===== src/rtl/pwm_multichannel_if.sv =====
// Peripheral write bus into the PWM block: one shadow-register write per cycle.
// No handshake: every cycle with wr_en high is a committed write.
interface pwm_multichannel_if #(
    parameter int ADDR_W = 5,
    parameter int CNT_W  = 8
);
    logic              wr_en;
    logic [ADDR_W-1:0] wr_addr;
    logic [CNT_W-1:0]  wr_data;

    modport master (output wr_en, wr_addr, wr_data);
    modport slave  (input  wr_en, wr_addr, wr_data);
endinterface


===== src/rtl/pwm_multichannel.sv =====
// N-channel PWM, shared edge/center-aligned counter, shadowed duty/period/mode.
// Latency: writes reach active registers at the next period boundary; pwm_out lags counter by 1 cycle.
// Backpressure: none, writes are always accepted; a write on the boundary edge bypasses into active.
module pwm_multichannel #(
    parameter int N_CH           = 4,
    parameter int CNT_W          = 8,
    parameter int DEFAULT_PERIOD = 100,
    parameter int ADDR_W         = 5
) (
    input  logic              clock,
    input  logic              rst_n,
    input  logic              enable,
    pwm_multichannel_if.slave wr,
    output logic [N_CH-1:0]   pwm_out,
    output logic [CNT_W-1:0]  counter,
    output logic              period_end
);
    typedef logic [CNT_W-1:0] cnt_t;
    localparam cnt_t ONE     = cnt_t'(1);
    localparam cnt_t PER_RST = cnt_t'(DEFAULT_PERIOD);

    cnt_t duty_sh  [N_CH];
    cnt_t duty_act [N_CH];
    cnt_t duty_nx  [N_CH];
    cnt_t per_sh, per_act, per_nx;
    logic mode_sh, mode_act, mode_nx;
    logic dir_down;

    cnt_t cnt_nxt;
    logic dir_nxt, run, boundary, load;

    // Shadow values after this cycle's write; also what active takes on a load.
    always_comb begin
        per_nx  = per_sh;
        mode_nx = mode_sh;
        for (int i = 0; i < N_CH; i++) begin
            duty_nx[i] = duty_sh[i];
            if (wr.wr_en && wr.wr_addr == ADDR_W'(i))
                duty_nx[i] = wr.wr_data;
        end
        if (wr.wr_en && wr.wr_addr == ADDR_W'(N_CH))
            per_nx = wr.wr_data;
        if (wr.wr_en && wr.wr_addr == ADDR_W'(N_CH + 1))
            mode_nx = wr.wr_data[0];
    end

    always_comb begin
        run     = enable && (per_act != '0);
        cnt_nxt = '0;
        dir_nxt = 1'b0;
        if (run) begin
            if (mode_act) begin
                cnt_nxt = (dir_down || counter >= per_act) ? counter - ONE : counter + ONE;
                // Stay down until the count returns to zero, which is the boundary.
                dir_nxt = (cnt_nxt != '0) && (dir_down || counter >= per_act);
            end else begin
                cnt_nxt = (counter >= per_act) ? '0 : counter + ONE;
            end
        end
        boundary = run && (cnt_nxt == '0);
        load     = !run || boundary;
    end

    always_ff @(posedge clock) begin
        if (!rst_n) begin
            counter    <= '0;
            dir_down   <= 1'b0;
            per_sh     <= PER_RST;
            per_act    <= PER_RST;
            mode_sh    <= 1'b0;
            mode_act   <= 1'b0;
            pwm_out    <= '0;
            period_end <= 1'b0;
            for (int i = 0; i < N_CH; i++) begin
                duty_sh[i]  <= '0;
                duty_act[i] <= '0;
            end
        end else begin
            counter    <= cnt_nxt;
            dir_down   <= dir_nxt;
            period_end <= boundary;
            per_sh     <= per_nx;
            mode_sh    <= mode_nx;
            if (load) begin
                per_act  <= per_nx;
                mode_act <= mode_nx;
            end
            for (int i = 0; i < N_CH; i++) begin
                duty_sh[i] <= duty_nx[i];
                if (load)
                    duty_act[i] <= duty_nx[i];
                pwm_out[i] <= run && (counter < duty_act[i]);
            end
        end
    end
endmodule

===== src/flat_wrapper.sv =====
// flat-port wrapper written by rule: the top's interface ports become plain ports
module pwm_multichannel_flat 
#(
    parameter int N_CH           = 4,
    parameter int CNT_W          = 8,
    parameter int DEFAULT_PERIOD = 100,
    parameter int ADDR_W         = 5
)
  (clock, rst_n, enable, pwm_out, counter, period_end, wr_wr_en, wr_wr_addr, wr_wr_data);
  pwm_multichannel_if #(.ADDR_W(ADDR_W), .CNT_W(CNT_W)) wr_i ();
  input  logic clock;
  input  logic rst_n;
  input  logic enable;
  output logic [N_CH-1:0] pwm_out;
  output logic [CNT_W-1:0] counter;
  output logic period_end;
  input wire logic [$bits(wr_i.wr_en)-1:0] wr_wr_en;
  input wire logic [$bits(wr_i.wr_addr)-1:0] wr_wr_addr;
  input wire logic [$bits(wr_i.wr_data)-1:0] wr_wr_data;
  assign wr_i.wr_en = wr_wr_en;
  assign wr_i.wr_addr = wr_wr_addr;
  assign wr_i.wr_data = wr_wr_data;
  pwm_multichannel #(.N_CH(N_CH), .CNT_W(CNT_W), .DEFAULT_PERIOD(DEFAULT_PERIOD), .ADDR_W(ADDR_W)) u_core (.clock(clock), .rst_n(rst_n), .enable(enable), .wr(wr_i), .pwm_out(pwm_out), .counter(counter), .period_end(period_end));
endmodule

===== config.mk =====
export PLATFORM = sky130hd
export DESIGN_NAME = pwm_multichannel_flat
export DESIGN_NICKNAME = d
export VERILOG_FILES = /design/src/rtl/pwm_multichannel_if.sv /design/src/rtl/pwm_multichannel.sv /design/src/flat_wrapper.sv
export SDC_FILE = /design/constraint.sdc
export NUM_CORES = 1
export LEC_CHECK = 0
export ABC_AREA = 1
export CORE_ASPECT_RATIO = 1.5
export CORE_MARGIN = 10
export CORE_UTILIZATION = 50
export DETAILED_ROUTE_END_ITERATION = 8
export PLACE_DENSITY = 0.69
export SETUP_SLACK_MARGIN = 0.2
export SYNTH_ARGS = -nofsm -noshare
export SYNTH_HDL_FRONTEND = slang
export SYNTH_SLANG_ARGS = --single-unit

===== constraint.sdc =====
create_clock -name clock -period 8.4 [get_ports clock]
set_input_delay 1.68 -clock clock [delete_from_list [all_inputs] [get_ports clock]]
set_output_delay 1.68 -clock clock [all_outputs]
set_load 0.05 [all_outputs]

=== Word-level counts from Yosys, hierarchy flattened ===
Memory sizes are Yosys's and may differ from the RTL's.
Cells that the tools add are included.
W data, S select, Z words.

* Register bits: 32
* Word-level logic and storage cells: 74
* Input bits: 17
* Output and inout port bits: 13
* Memories: 2
* RAM bits: 64

* Muxes and demuxes: 23
* Reduce and logical (&&, ||, !) cells: 21
* Bitwise gates (word level): 8
* Eq/ne operators: 5
* Add/sub/neg operators: 2
* Magnitude comparators: 5

{| class="wikitable"
|+ Memories
! name !! words !! width !! rd ports !! clocked after memory_dff !! write ports !! line !! source
|-
| u_core.duty_act || 4 || 8 || 4 || 0 || 4 || pwm_multichannel.sv:23 || <nowiki>cnt_t duty_act [N_CH];</nowiki>
|-
| u_core.duty_sh || 4 || 8 || 4 || 0 || 4 || pwm_multichannel.sv:22 || <nowiki>cnt_t duty_sh [N_CH];</nowiki>
|}

{| class="wikitable"
|+ Operator list
! cell !! number
|-
| $mux W8 || 17
|-
| $lt A8 B8 Y1 || 4
|-
| $reduce_bool A8 Y1 || 2
|-
| $logic_and A1 B1 Y1 || 13
|-
| $eq A5 B2 Y1 const B || 2
|-
| $eq A5 B3 Y1 const B || 2
|-
| $add A8 B1 Y8 const B || 1
|-
| $ge A8 B8 Y1 || 1
|-
| $logic_not A8 Y1 || 1
|-
| $or A1 B1 Y1 || 8
|-
| $sub A8 B1 Y8 const B || 1
|-
| $mux W1 || 6
|-
| $eq A5 B1 Y1 const B || 1
|-
| $logic_not A5 Y1 || 1
|-
| $reduce_and A3 Y1 || 1
|-
| $logic_or A1 B1 Y1 || 2
|-
| $logic_not A1 Y1 || 1
|}

=== Logic depth before layout (Yosys ltp) ===
* Depth in word-level cells: 12
* Mapped depth: 20
* Gate-level depth less buffers: 19

=== Least setup slack after synthesis ===
OpenSTA, ideal clock, no wires.

* Path kind: input to register
* From: input port enable
* To: memory u_core.duty_act[0][0] in the netlist's numbering (enable)
* Cell stages on the path: 8
* Setup slack: 4,590 ps
* Data required time: 7,922 ps
* Data arrival time: 3,332 ps
* Setup time: 478 ps
* Path through: inv_1 > a21oi_1 > nand3_1 > nand2_1 > nor2_8 > nand2_8 > buf_6 > nand2_1

{| class="wikitable"
|+ RTL lines
! what !! line !! source
|-
| start: declaration || flat_wrapper.sv:13 || <nowiki>input logic enable;</nowiki>
|-
| end: declaration || pwm_multichannel.sv:23 ||
|}

==> metrics.txt <==
Total GRT Usage=16.02%; Slew HR=20.29%; CP peak stage delay=0.78 ns; Critical Path Start Type=primary input; antenna viol nets, final=0; final hold violation count=0; Vias per Instance=5.209; Crit Path Max Fanout=43; Routed WL=11,060 um; CTS root buf=clkbuf_16; cts-stage hold buffer count=0; TritonCTS clock tree=yes; RSZ-0062 raised after global routing=no; Final GP Congestion=0.8699; # port buffers=29; Clock transition at path regs=0.06 ns; crit path from=enable; worst reg-to-reg path cell count=13; most common cell in the netlist=nand2_1; Crit path depth=8; Multi-input gate area=2465 um2; Synth cell types=37; fraction of layout cells with a size suffix above 1=11.29%; initial antenna violation count=0; fillers=895; crit path capture=u_core.duty_act[1][6]; Die W=102.8 um; Core ar.=10,080 um2; placed instance count=730; worst r2r dst=u_core.duty_act[1][6]; Max VDD drop=0.0001624 V; Seq/Total Area, Yosys=43.65%; Finished Layout Cells=746; drt pass-1 iters=5; crit share post-route=53.83%; R2R setup slack=4.28 ns; number of remaining DRC errors=0; Pleak=0.002563 uW; # clock sinks=96; Synth Cell Area=5136 um2; share of flip-flops with an asynchronous set or reset=0%; Clock Latency Late Sink=0.35 ns; Hold Path Class=flip-flop to flip-flop; mean post-synth cell area=8.476 um2; htree depth=3; post-CTS resize count=0; Setup CP Type=primary input to flip-flop; Worst EP arrival=4.34 ns; Die Height=144.1 um; fin worst setup slack=3.878 ns; n_diodes=0; dominant synthesized flop cell=dfxtp_1; post-synth top area share=24.95%; CTS Buffer Depth=2; pre-CTS setup slack=3.503 ns; P per Cell Area=184.8 nW/um2; Setup Viol. Count Final=0; number of I/O pins=30; row count=45; HPWL after DPL=8237 um; GR Overflow Total=0; Max Clk Rate=221.1 MHz; fin nets=679; flip-flop and latch area=2242 um2; starting density of the core=50.96%; Hold Slack=0.4941 ns; register bit total from synthesis=96; Layout area overhead=12.86%; Post-synth EDFFs=32; outcome=finished, final reports clean; Synth area leaders=dfxtp_1 25%, edfxtp_1 19%, ha_1 9.3%, nand2_1 6.5%, nor3_2 6.4%; drt wl/cell=14.82 um; maximum number of pins on one net before global-route repair=74; worst-path cell chain=clkdlybuf4s50_1, inv_1, a21oi_1, nand3_1, nand2_1, nor2_8, nand2_8, nand2_1; Gate Count Post-Synth=606; synth cell count leaders=89 x nand2_1, 84 x nor2_1, 77 x inv_1, 64 x dfxtp_1, 48 x a21oi_1; Syn Nets=661; postcts setup bufs=0; synth warn=0; Max Slew Vio Count=0; 1st-iter DRT viols=215; dominant cell type by area after synthesis=dfxtp_1; Layout Skew=0.006986 ns; Die Area=14,810 um2; CP max stage cell=nand2_1; most frequent CP cell=nand2_1; crit-path leading delay family=simple AND/OR/NAND/NOR gates; min Tclk post-route=4.522 ns; Inserted Clock Buffers=9; DR vias=3,886; Sum Neg Setup Slack=0 ns; Crit. End Element=flip-flop; FF-to-FF Start=u_core.counter[3]; Worst Tran Pin Value=1.193 ns; WP data required=8.21 ns; Max-Cap Viols=0; global-route wire length before repair=18,440 um; Buf/Inv on CP=2; vias in the first global route=3,754
layout make-up:
cell class,count,area share (%)
well taps,117,2.525
multi-input cells,407,42.52
clock inverters,7,2.072
clock buffers,9,3.885
inverters,80,5.180
flip-flops and latches,96,38.68
repair buffers,30,5.137
layout by cell type, fill, tap and decap left out, drive strengths merged, types with 2 or more instances in the layout:
master / synthesis / final
or2: 8 / 8
xor2: 8 / 8
a21boi: 4 / 4
bufinv: 0 / 3
clkdlybuf4s50: 0 / 29
o211ai: 4 / 4
clkinvlp: 0 / 2
a22oi: 2 / 2
nand3: 31 / 31
nor4: 2 / 2
inv: 79 / 79
nor2: 89 / 89
nand4: 18 / 18
nand2: 93 / 93
clkinv: 1 / 3
dfxtp: 64 / 64
a21oi: 48 / 48
edfxtp: 32 / 32
o21ai: 17 / 17
ha: 38 / 38
clkbuf: 14 / 9
nor3: 39 / 39
stage by stage:
stage	power [uW]	util, %	cell area (um2)
floorplan	589.0	-	5136
global placement	612.9	54.09	5451
detailed placement	616.3	54.09	5451
CTS	1078	57.52	5797
global route	1111	57.52	5797
finish	1071	57.52	5797
worst min-delay path, delay by kind of cell, from the launching register on:
kind | cells | cell delay (ns)
AO/OA/AOI/OAI | 1 | 0.08
flip-flops | 1 | 0.31
AND/OR/NAND/NOR | 1 | 0.07
power breakdown:
| part | switching (uW) | internal (uW) |
|---|---|---|
| sequential | 6.60 | 497 |
| clock | 175 | 291 |
| combinational | 68.8 | 33.5 |
sequential cells by signal, indices dropped and copies added, names as in the netlist:
register           cells
u_core.per_act         8
u_core.mode_act        1
u_core.pwm_out         4
u_core.period_end      1
u_core.duty_act       32
u_core.per_sh          8
u_core.duty_sh        32
u_core.dir_down        1
u_core.counter         8
u_core.mode_sh         1
logic make-up (layout without fill, tap and decap cells):
group | Yosys count | after routing | share of synthesized area (%)
and+or+nand+nor | 282 | 282 | 28.94
DFF | 96 | 96 | 43.65
buffers and inverters | 103 | 126 | 8.356
adders and majority gates | 38 | 38 | 9.257
AOI/OAI and AO/OA | 78 | 78 | 8.258
xor gates and xnor gates | 9 | 9 | 1.535
layer usage:
metal	global-route usage (%)	vias up	routed length, um
li1	-	2037	-
met1	18.23	1764	4723
met2	28.47	68	5736
met3	3.534	17	387
met4	5.584	0	212
met5	0	-	0
how the worst min path moves through the flow:
stage	startpoint	to	slack (ns)	depth (start not counted)
2_1_floorplan	u_core.per_act[5]	u_core.per_act[5]	0.45	2
3_3_place_gp	u_core.duty_sh[3][2]	u_core.duty_sh[3][2]	0.47	2
3_5_place_dp	u_core.per_act[5]	u_core.per_act[5]	0.47	2
4_1_cts	u_core.duty_sh[3][0]	u_core.duty_sh[3][0]	0.50	2
5_1_grt	u_core.duty_sh[3][6]	u_core.duty_sh[3][6]	0.52	2
6_report	u_core.duty_sh[3][0]	u_core.duty_sh[3][0]	0.49	2
No activity file was read; power rests on OpenSTA's default activity.
